$ cat config.mk
export PLATFORM = sky130hd
export DESIGN_NAME = vector_element_sequencer
export DESIGN_NICKNAME = d
export VERILOG_FILES = /design/src/rtl/vector_element_sequencer.sv
export SDC_FILE = /design/constraint.sdc
export NUM_CORES = 1
export LEC_CHECK = 0
export CORE_MARGIN = 5
export CORE_UTILIZATION = 40
export CTS_CLUSTER_SIZE = 28
export DETAILED_ROUTE_END_ITERATION = 7
export PLACE_DENSITY = 0.65
export SYNTH_ARGS = -nofsm -noshare
export SYNTH_HDL_FRONTEND = slang
export SYNTH_SLANG_ARGS = --single-unit
$ cat constraint.sdc
create_clock -name CLK -period 4.1 [get_ports CLK]
set_input_delay 0.41 -clock CLK [delete_from_list [all_inputs] [get_ports CLK]]
set_output_delay 0.41 -clock CLK [all_outputs]
set_load 0.05 [all_outputs]
$ cat src/rtl/vector_element_sequencer.sv
// Vector element sequencer: walks [vstart, vl) of one decoded vector op, NUM_LANES elements per beat.
// Optional VSEQ_MASK_EN adds in_vm/in_mask, which gate lane enables with the v0 mask.
module vector_element_sequencer #(
  parameter int NUM_LANES = 2,
  parameter int VLEN      = 128,
  parameter int VL_W      = 8
) (
  input  logic                 CLK,
  input  logic                 nRST,
  input  logic                 flush,
  input  logic                 in_valid,
  output logic                 in_ready,
  input  logic [VL_W-1:0]      in_vl,
  input  logic [VL_W-1:0]      in_vstart,
  input  logic [2:0]           in_sew,
  input  logic [4:0]           in_vd,
  input  logic [4:0]           in_vs1,
  input  logic [4:0]           in_vs2,
`ifdef VSEQ_MASK_EN
  input  logic                 in_vm,
  input  logic [VLEN-1:0]      in_mask,
`endif
  output logic                 out_valid,
  input  logic                 out_ready,
  output logic [VL_W-1:0]      out_elem_base,
  output logic [NUM_LANES-1:0] out_lane_en,
  output logic [4:0]           out_vd,
  output logic [4:0]           out_vs1,
  output logic [4:0]           out_vs2,
  output logic [3:0]           out_byte_off,
  output logic                 out_last,
  output logic                 busy,
  output logic                 done,
  output logic                 illegal
);

  localparam int IDX_W = VL_W + 1;
  localparam logic [3:0] LOG2_VLENB = 4'($clog2(VLEN / 8));

  typedef enum logic [2:0] {SEW8 = 3'd0, SEW16 = 3'd1, SEW32 = 3'd2, SEW64 = 3'd3} sew_e;
  typedef enum logic {IDLE = 1'b0, RUN = 1'b1} state_e;

  state_e           state_q, state_d;
  logic [IDX_W-1:0] base_q, base_d;
  logic [IDX_W-1:0] vl_q, vl_d;
  logic [2:0]       sew_q, sew_d;
  logic [4:0]       vd_q, vd_d, vs1_q, vs1_d, vs2_q, vs2_d;
  logic             done_q, done_d;
  logic             illegal_q, illegal_d;
`ifdef VSEQ_MASK_EN
  logic             vm_q, vm_d;
  logic [VLEN-1:0]  mask_q, mask_d;
`endif

  logic             run;
  logic             last_beat;
  logic [3:0]       elem_shift;
  logic [IDX_W-1:0] epr_m1;
  logic [4:0]       reg_off;

  assign run        = (state_q == RUN);
  // Base index is one bit wider than vl so base+NUM_LANES never wraps on the final beat.
  assign last_beat  = (base_q + IDX_W'(NUM_LANES)) >= vl_q;
  // log2(elements per register) = log2(VLENB) - sew
  assign elem_shift = LOG2_VLENB - {1'b0, sew_q};
  assign epr_m1     = (IDX_W'(1) << elem_shift) - IDX_W'(1);
  assign reg_off    = 5'(base_q >> elem_shift);

  // NOTE: next-state logic is combinational; every *_d gets a default first so no latch is inferred.
  always_comb begin
    state_d   = state_q;
    base_d    = base_q;
    vl_d      = vl_q;
    sew_d     = sew_q;
    vd_d      = vd_q;
    vs1_d     = vs1_q;
    vs2_d     = vs2_q;
    done_d    = 1'b0;
    illegal_d = 1'b0;
`ifdef VSEQ_MASK_EN
    vm_d      = vm_q;
    mask_d    = mask_q;
`endif
    if (flush) begin
      state_d = IDLE;
    end else begin
      case (state_q)
        IDLE: begin
          if (in_valid) begin
            base_d = {1'b0, in_vstart};
            vl_d   = {1'b0, in_vl};
            sew_d  = in_sew;
            vd_d   = in_vd;
            vs1_d  = in_vs1;
            vs2_d  = in_vs2;
`ifdef VSEQ_MASK_EN
            vm_d   = in_vm;
            mask_d = in_mask;
`endif
            if (in_sew >= SEW64)          illegal_d = 1'b1;
            else if (in_vstart >= in_vl)  done_d    = 1'b1;
            else                          state_d   = RUN;
          end
        end
        RUN: begin
          if (out_ready) begin
            if (last_beat) begin
              state_d = IDLE;
              done_d  = 1'b1;
            end else begin
              base_d = base_q + IDX_W'(NUM_LANES);
            end
          end
        end
        default: state_d = IDLE;
      endcase
    end
  end

  // NOTE: sequential state uses non-blocking assignments only, so all flops update together.
  always_ff @(posedge CLK or negedge nRST) begin
    if (!nRST) begin
      state_q   <= IDLE;
      base_q    <= '0;
      vl_q      <= '0;
      sew_q     <= '0;
      vd_q      <= '0;
      vs1_q     <= '0;
      vs2_q     <= '0;
      done_q    <= 1'b0;
      illegal_q <= 1'b0;
`ifdef VSEQ_MASK_EN
      vm_q      <= 1'b1;
      mask_q    <= '0;
`endif
    end else begin
      state_q   <= state_d;
      base_q    <= base_d;
      vl_q      <= vl_d;
      sew_q     <= sew_d;
      vd_q      <= vd_d;
      vs1_q     <= vs1_d;
      vs2_q     <= vs2_d;
      done_q    <= done_d;
      illegal_q <= illegal_d;
`ifdef VSEQ_MASK_EN
      vm_q      <= vm_d;
      mask_q    <= mask_d;
`endif
    end
  end

  always_comb begin
    logic [IDX_W-1:0] idx;
    idx         = '0;
    out_lane_en = '0;
    for (int i = 0; i < NUM_LANES; i++) begin
      idx            = base_q + IDX_W'(i);
      out_lane_en[i] = run && (idx < vl_q);
`ifdef VSEQ_MASK_EN
      if (!vm_q)
        out_lane_en[i] = out_lane_en[i] && (idx < IDX_W'(VLEN)) && mask_q[idx[$clog2(VLEN)-1:0]];
`endif
    end
  end

  // All beat fields come straight from flops, so they hold still while the lanes stall.
  assign in_ready      = !run;
  assign out_valid     = run;
  assign busy          = run;
  assign done          = done_q;
  assign illegal       = illegal_q;
  assign out_last      = run && last_beat;
  assign out_elem_base = base_q[VL_W-1:0];
  assign out_vd        = vd_q + reg_off;
  assign out_vs1       = vs1_q + reg_off;
  assign out_vs2       = vs2_q + reg_off;
  assign out_byte_off  = 4'((base_q & epr_m1) << sew_q);

endmodule
==> summary by stage, run 1 <==
Run status
The run finished with clean final reports.

STA
Between clock sinks in the finished design, the worst skew comes to 0.01795 ns. Summed over all failing endpoints, the final setup total negative slack is 0 ns. Setup violations remaining at the end of the flow were counted as 0. The max-slew headroom at the worst pin is 0.4194. The hold violation total from the final report is 0.

Counting I/O delays and the setup requirement, the final critical path takes 3.791 ns. The final max-slew violation count was 0. Setup repair after global routing left no endpoint under its margin.

For the pin with the worst max-slew slack, the measured transition is 0.8708 ns. Timing would allow up to 0.2638 GHz. The final period utilization is 0.9245.

Synthesis
Yosys mapped the design onto 46 distinct sky130hd cell types. The number of enable-type register cells in the synthesized netlist is 0. The number of nets in the synthesized netlist is 502. Synthesis inferred 38 register bits.

The share of the synthesized area in the top cell type is 0.2719. Summing every instance area after synthesis gives roughly 0.0035 mm^2. The mean area per synthesized cell is 8.550 um^2.

The instance count of the mapped netlist is 409. For this run, asynchronously set or reset flops after synthesis account for 1.000. Ranked by total cell area, the synthesized netlist is headed by sky130_fd_sc_hd__dfrtp_1, sky130_fd_sc_hd__ha_1, sky130_fd_sc_hd__nand2_1, sky130_fd_sc_hd__xnor2_1, sky130_fd_sc_hd__inv_1. Of all cell types, the one taking the most synthesized area is sky130_fd_sc_hd__dfrtp_1.

The number of warnings reported in the yosys synthesis log is 0. The share of the Yosys chip area taken by registers is 0.2719. The most used flip-flop cell after synthesis is sky130_fd_sc_hd__dfrtp_1.

Floorplanning
The row count is 34. The starting density of the core is 0.4050. The number of ports placed on the die boundary is 74. Measured along the x axis, the die boundary spans a little over 100 um.

The die extent in y is 103.5 um. The area of the core is 0.008636 mm^2. The floorplan die area is around 0.011 mm^2.

GRT
The number of antenna violations at the first check in global routing is 0. The first global-routing pass estimated 15.76 mm of wire. Across every metal layer, demand over resource in global routing totals 0.1775. The number of global-route vias before repair is ~3200. Entering global routing, the biggest net connects 47 pins. The remaining global-route overflow is 0.

Power
The worst voltage drop across the vdd grid is 0.0004031 V. In this run the static leakage power is around 2.2 nW. Power spread over the standard cell area amounts to 717.8 mW/mm^2.

Clock tree
The number of buffers on the longest clock path is 2. For the worst-skew pair, the clock arrives at the later sink with an insertion delay of between 0.3 and 0.4 ns. The number of gates resized after CTS was 0. After clock tree synthesis, the clock-pin slew on the worst setup and hold paths is 0.09 ns. The number of setup buffers added after CTS is 0. The master cell of the clock root buffer is sky130_fd_sc_hd__clkbuf_8. The clock buffer count from CTS is 5.

The number of buffers inserted for hold repair after clock tree synthesis is 0. The number of H-tree levels is 2. The TritonCTS clock tree is yes.

For this design, the sink count on the clock tree is 38.

Cells and area
The layout-stage area growth over the synthesis result is 32.27%. For this run, the post-layout net count is 563. After routing the design area is 0.004626 mm^2.

The antenna cell count is 0. The library cells used most frequently in the layout, excluding fill and tap cells, are sky130_fd_sc_hd__nand2_1, sky130_fd_sc_hd__clkdlybuf4s50_1, sky130_fd_sc_hd__ha_1. The leading cell type in the layout, fill and taps excluded is sky130_fd_sc_hd__nand2_1. In the final layout, the share of cells above drive strength 1 is 0.1210.

Placement
The final HPWL from detailed placement is slightly above 7 mm. The placed instance area is 0.004453 mm^2. The count of input and output buffers is 73. The placer's final routability congestion estimate is 0.9568.

Drt
After detailed routing, the average wire length per cell comes to 15.59 um. The detailed-route via count is 2969. The DRC violation total after the first TritonRoute iteration is 157. The post-route DRC violation count is 0. The first TritonRoute pass finished after 5 iterations. Using the TritonRoute via totals, the vias-per-cell ratio works out to 5.128. The detail route stage leaves a number of antenna-violating nets equal to 0. The final routed wirelength across all metal layers is 9.025 mm.

Worst setup path
The category of the worst setup path launch point is a flop. The data arrival time of the worst path is ~3.4 ns. Of all nets on the critical path, the largest fanout is 11. The startpoint of the worst-slack reg-to-reg timing path is base_q[1]. In this run the register-to-register setup slack is 0.77 ns. The worst setup path is captured at an output pin. The category of the most critical setup path is flop to output pin. The number of cells on the worst reg-to-reg path is 11. The endpoint of the worst-slack reg-to-reg timing path is base_q[4].

The worst endpoint required time is 3.69 ns.

Worst hold path
The path category of the worst min-delay check is primary input to asynchronous set/reset pin.

Run
Across the run, the number of max-cap violations was 0.
## worst max-delay path by stage
stage	startpoint	end	slack, ns	depth (start not counted)
after floorplan	sew_q[0]	out_vs1[4]	0.02	18
after global routing	sew_q[1]	out_vd[4]	0.03	17
after global placement	base_q[1]	out_last	0.42	10
final	sew_q[1]	out_vs1[4]	0.31	15
after CTS	base_q[1]	out_last	0.04	10
after detailed placement	sew_q[1]	out_vd[4]	0.37	16
## Yosys cell counts (2+ instances only)
cell type                    n
sky130_fd_sc_hd__buf_6       3
sky130_fd_sc_hd__nand2_1    74
sky130_fd_sc_hd__a21o_1      8
sky130_fd_sc_hd__a221oi_1    2
sky130_fd_sc_hd__clkbuf_1    8
sky130_fd_sc_hd__o21ai_0    23
sky130_fd_sc_hd__a21oi_1    18
sky130_fd_sc_hd__a2111oi_0   3
sky130_fd_sc_hd__and3_1      2
sky130_fd_sc_hd__xor2_1      8
sky130_fd_sc_hd__a31oi_1     2
sky130_fd_sc_hd__a211oi_1    4
sky130_fd_sc_hd__nor2_1     22
sky130_fd_sc_hd__xnor2_1    19
sky130_fd_sc_hd__o21a_1      6
sky130_fd_sc_hd__a31o_2      2
sky130_fd_sc_hd__nor3_1      5
sky130_fd_sc_hd__o2bb2ai_1   2
sky130_fd_sc_hd__fa_1        3
sky130_fd_sc_hd__inv_1      36
sky130_fd_sc_hd__mux4_2      2
sky130_fd_sc_hd__ha_1       51
sky130_fd_sc_hd__dfrtp_1    38
sky130_fd_sc_hd__nor2b_1     4
sky130_fd_sc_hd__mux2i_1    10
sky130_fd_sc_hd__nand3_1    11
sky130_fd_sc_hd__nand2b_1    6
sky130_fd_sc_hd__buf_4      12
sky130_fd_sc_hd__buf_2       4
sky130_fd_sc_hd__o31a_1      2
sky130_fd_sc_hd__o211ai_1    4
## worst max-delay path: stages (launching register included)
cell and delay [ns]:
sky130_fd_sc_hd__dfrtp_1 0.38, sky130_fd_sc_hd__inv_1 0.12, sky130_fd_sc_hd__ha_1 0.29, sky130_fd_sc_hd__buf_4 0.20, sky130_fd_sc_hd__nor3_1 0.24, sky130_fd_sc_hd__a21oi_1 0.10, sky130_fd_sc_hd__o21ai_1 0.24, sky130_fd_sc_hd__ha_1 0.23
sky130_fd_sc_hd__inv_1 0.06, sky130_fd_sc_hd__fa_1 0.42, sky130_fd_sc_hd__inv_1 0.08, sky130_fd_sc_hd__a21o_1 0.11, sky130_fd_sc_hd__a21oi_1 0.09, sky130_fd_sc_hd__xor2_2 0.24, sky130_fd_sc_hd__xnor2_4 0.15, sky130_fd_sc_hd__buf_12 0.15
## per-stage QoR
stage	setup slack (ns)	hold slack, ns	std cells	utilization	power (W)
4_1_cts	0.04174	0.2635	579	0.5322	0.003333
3_3_place_gp	0.4168	0.4680	571	0.5156	0.002895
2_1_floorplan	0.02227	0.1144	409	-	0.002034
5_1_grt	0.03309	0.3063	579	0.5356	0.003526
6_report	0.3095	0.2006	579	0.5356	0.003320
3_5_place_dp	0.3716	0.4693	571	0.5156	0.002923
## routing by layer
metal	track usage	vias to the layer above	share of wire	wire length (um)
li1	-	1499	-	-
met1	0.2406	1390	0.45	4105
met2	0.2832	67	0.47	4278
met3	0.03420	13	0.048	437
met4	0.05904	0	0.023	204
met5	0	-	0	0
## cell type report
| cell class | instances | area (um^2) |
|---|---|---|
| Clock buffer | 6 | 82.58 |
| Clock inverter | 2 | 60.06 |
| Fill cell | 789 | 4010 |
| Inverter | 37 | 138.9 |
| Multi-Input combinational cell | 307 | 2337 |
| Sequential cell | 38 | 950.9 |
| Tap cell | 108 | 135.1 |
| Timing Repair Buffer | 81 | 920.9 |
## cell families after synthesis
family	after synthesis	synth area share
compound gates	83	0.1660
xor+xnor	27	0.06762
fa+ha+maj	54	0.1996
buf+inv	64	0.08945
flops	38	0.2719
mux	13	0.04472
simple gates	130	0.1606
## registers in the layout, summed over array words and instances, names as in the netlist
name	cells
vs1_q	5
busy	1
vs2_q	5
illegal	1
done	1
vd_q	5
base_q	9
vl_q	8
sew_q	3
## where the power goes
part	internal, W	switching, W
logic	0.00107	0.00133
registers	0.000433	0.0000862
clock network	0.000260	0.000147
Note: power is estimated with default switching activity, not from simulation.
==> run 2, diff against run 1 <==
--- a/config.mk
+++ b/config.mk
@@ -5,11 +5,13 @@
 export SDC_FILE = /design/constraint.sdc
 export NUM_CORES = 1
 export LEC_CHECK = 0
+export CELL_PAD_IN_SITES_DETAIL_PLACEMENT = 2
+export CELL_PAD_IN_SITES_GLOBAL_PLACEMENT = 2
 export CORE_MARGIN = 5
-export CORE_UTILIZATION = 40
+export CORE_UTILIZATION = 31
 export CTS_CLUSTER_SIZE = 28
 export DETAILED_ROUTE_END_ITERATION = 7
-export PLACE_DENSITY = 0.65
+export PLACE_DENSITY_LB_ADDON = 0.1
 export SYNTH_ARGS = -nofsm -noshare
 export SYNTH_HDL_FRONTEND = slang
 export SYNTH_SLANG_ARGS = --single-unit
==> summary by stage, run 2 (synthesized netlist as in run 1, its figures left out) <==
Placement
At the end of routability-driven placement, the weighted congestion stood at 0.7834. Timing analysis after detailed placement gives a worst setup slack of 0.2773 ns. Detailed placement finished with a half-perimeter wire length of ~9.2 mm.

The count of input and output buffers is 73. The placed instance area is 0.004516 mm^2.

Worst setup path
STA puts the critical path data required time at 3.69 ns. The category of the most critical setup path is flop to output pin. The maximum cell stage delay along the critical path is 0.35 ns. Walking the worst path, the cells encountered are clkinv_1 -> ha_4 -> buf_4 -> mux4_2 -> nand3_1 -> o21ai_0 -> buf_4 -> ha_1 -> inv_1 -> fa_1 -> inv_1 -> a21o_1 -> a21oi_1 -> xor2_2 -> xnor2_4 -> buf_12. The data arrival time of the worst path is 3.47 ns. Among cell families on the critical path, the largest total delay comes from buffers and inverters. The critical path's slowest cell is sky130_fd_sc_hd__dfrtp_1. For flop-to-flop paths, the worst setup slack is around 0.73 ns.

The worst setup path is captured at an output pin. Of all nets on the critical path, the largest fanout is 11. Counting both buffers and inverters, the worst setup path holds a total of 6. The worst setup path is launched from a flop.

Power
The leakage power total is 2.216 nW. The switching power summed over all nets is 0.001657 W. The power share of the clock group is 0.118. Across the VDD grid, the largest voltage drop is 0.0007765 V. The cell-internal power is between 0.0015 and 0.002 W. Dividing total power by cell area gives a power density of 725.8 mW/mm^2.

The portion of total power attributed to combinational logic is 0.731. The share of total power dissipated in sequential elements is 0.151. The switching power as a share of total power is 0.4844.

Cells and area
The library cell used most frequently in the layout, excluding fill and tap cells, is sky130_fd_sc_hd__nand2_1. The antenna cell count is 0. Compared with the post-synthesis result, the final layout area differs by 34.81%. base_q holds more flip-flops than any other register. The library cells used most frequently in the layout, excluding fill and tap cells, are sky130_fd_sc_hd__nand2_1, sky130_fd_sc_hd__clkdlybuf4s50_1, sky130_fd_sc_hd__ha_1. The share of post-route cells with drive strength above 1 is 0.1329.

The register with the most flip-flops in the layout has 9 of them. Fill cells in the final layout number 1214. The final design instance area without fill is 0.004715 mm^2.

The layout net count is 566. In the final layout, the registers with the most flip-flops are base_q x9, vl_q x8.

Clock tree
For this design, the sink count on the clock tree is 38. The number of setup buffers added after CTS is 0. Clock tree synthesis inserted a total of 5 buffers. The TritonCTS clock tree is yes. The post-CTS clock slew at the launch and capture registers of the worst setup and hold paths is 0.06 ns. No sink is reached through more buffers than the 2 on the longest clock path. The number of H-tree levels is 2. The insertion delay of the later-clocked pin in the worst-skew pair is between 0.2 and 0.3 ns.

The root buffer cell chosen for the clock tree is sky130_fd_sc_hd__clkbuf_16.

Drt
The wire length per cell after detailed routing is 18.87 um. In this run the remaining antenna-violating nets after routing total 0. The final route contains 3117 vias. For this block, the routed nets add up to 11.59 mm of wire. The post-route DRC violation count is 0. For this block, the initial DRC count from the detailed router was 86.

Before antenna repair, the detailed router went through 4 iterations. The via density per instance is 5.077.

GRT
The total overflow left after global routing is 0. The total routing resource utilization after global routing is 0.1792. The wire length of the first global-routing pass is 18.63 mm. The pin count of the biggest net entering global routing is 39. The number of global-route vias before repair is roughly 3500. The number of antenna violations at the first check in global routing is 0.

STA
The maximum clock skew at final layout is 0.005309 ns. The routed design could run at a clock period as short as 3.882 ns. The hold violation total from the final report is 0. The number of setup violations in the final report is 0. The actual transition at the worst max-transition pin is between 1 and 1.5 ns. Hold is met by 0.2685 ns. After layout, the worst setup slack is about 0.22 ns. The final period utilization is 0.9469. Setup total negative slack on the finished layout was measured at 0 ns.

Headroom to the max-slew limit came out at 0.2412. The final max-slew violation count is 0. Setup repair after global routing could not meet its margin everywhere.

Timing would allow up to around 0.26 GHz.

Floorplanning
The starting density of the core is 0.3198. The total area inside the core boundary comes to 0.01094 mm^2. From bottom edge to top edge, the die measures 116.2 um. The horizontal die dimension is between 100 and 150 um. 74 I/O pins were placed.

The floorplan die area is 0.01350 mm^2. The row count is 38.

Worst hold path
The tightest min-delay check is of the primary input to asynchronous set/reset pin type.

Run
Max-cap violations in this run came to 0.

Run status
The run finished with clean final reports.
-- run 2: cell types whose count changed in the layout (fill, tap and decap cells not counted), moves of 2 or more --
| cell | delta |
|---|---|
| sky130_fd_sc_hd__clkbuf_16 | +5 |
| sky130_fd_sc_hd__clkbuf_8 | -5 |
| sky130_fd_sc_hd__buf_4 | +3 |
| sky130_fd_sc_hd__a21oi_1 | -2 |
| sky130_fd_sc_hd__a21oi_2 | +2 |
| sky130_fd_sc_hd__bufinv_16 | -2 |
-- run 2: what timing repair did --
action                     4_1_cts  5_1_grt
setup endpoints to repair        2        4
hold buffers                     0        0
hold endpoints to repair         0        0
pin swaps                        0        2
resized for setup                2        9
-- run 2: worst paths after layout --
kind                       startpoint          to  depth (start not counted)
setup / recovery             sew_q[0]  out_vs2[4]                         16
hold / removal                   nRST     vl_q[5]                          1
setup reg to reg            base_q[1]   base_q[4]                         11
hold reg to reg              vs1_q[3]    vs1_q[3]                          2
max in group asynchronous        nRST     vd_q[2]                          1
min in group CLK             vs1_q[3]    vs1_q[3]                          2
-- run 2: power by group through the flow --
stage	Combinational [W]	Clock [W]	Sequential (W)
final	0.00250	0.000404	0.000518
after detailed placement	0.00249	0	0.000525
after floorplan	0.00155	0	0.000483
after global routing	0.00268	0.000434	0.000529
after CTS	0.00251	0.000416	0.000519
after global placement	0.00243	0	0.000521
-- run 2: final cells by class --
| type | count | area [um^2] | share of cell area |
|---|---|---|---|
| sequential | 38 | 950.9 | 0.2017 |
| clock inverter | 1 | 5.005 | 0.001062 |
| inverter | 37 | 138.9 | 0.02946 |
| multi-input combinational | 307 | 2362 | 0.5011 |
| timing repair buffer | 84 | 939.7 | 0.1993 |
| clock buffer | 7 | 142.6 | 0.03025 |
| tap | 140 | 175.2 | 0.03716 |
-- run 2: metrics by stage --
step | utilization | power [W] | instances
detailed placement | 0.4129 | 0.003014 | 606
CTS | 0.4270 | 0.003447 | 614
global placement | 0.4129 | 0.002953 | 606
floorplan | - | 0.002034 | 409
global route | 0.4311 | 0.003638 | 614
finish | 0.4311 | 0.003422 | 614
-- run 2: per-layer routing --
metal	part of all wire	track usage	vias to the layer above	routed length (um)
li1	-	-	1502	-
met1	0.45	0.2358	1546	5204
met2	0.50	0.3157	62	5852
met3	0.039	0.02746	7	451
met4	0.0069	0.03094	0	80
met5	0	0	-	0
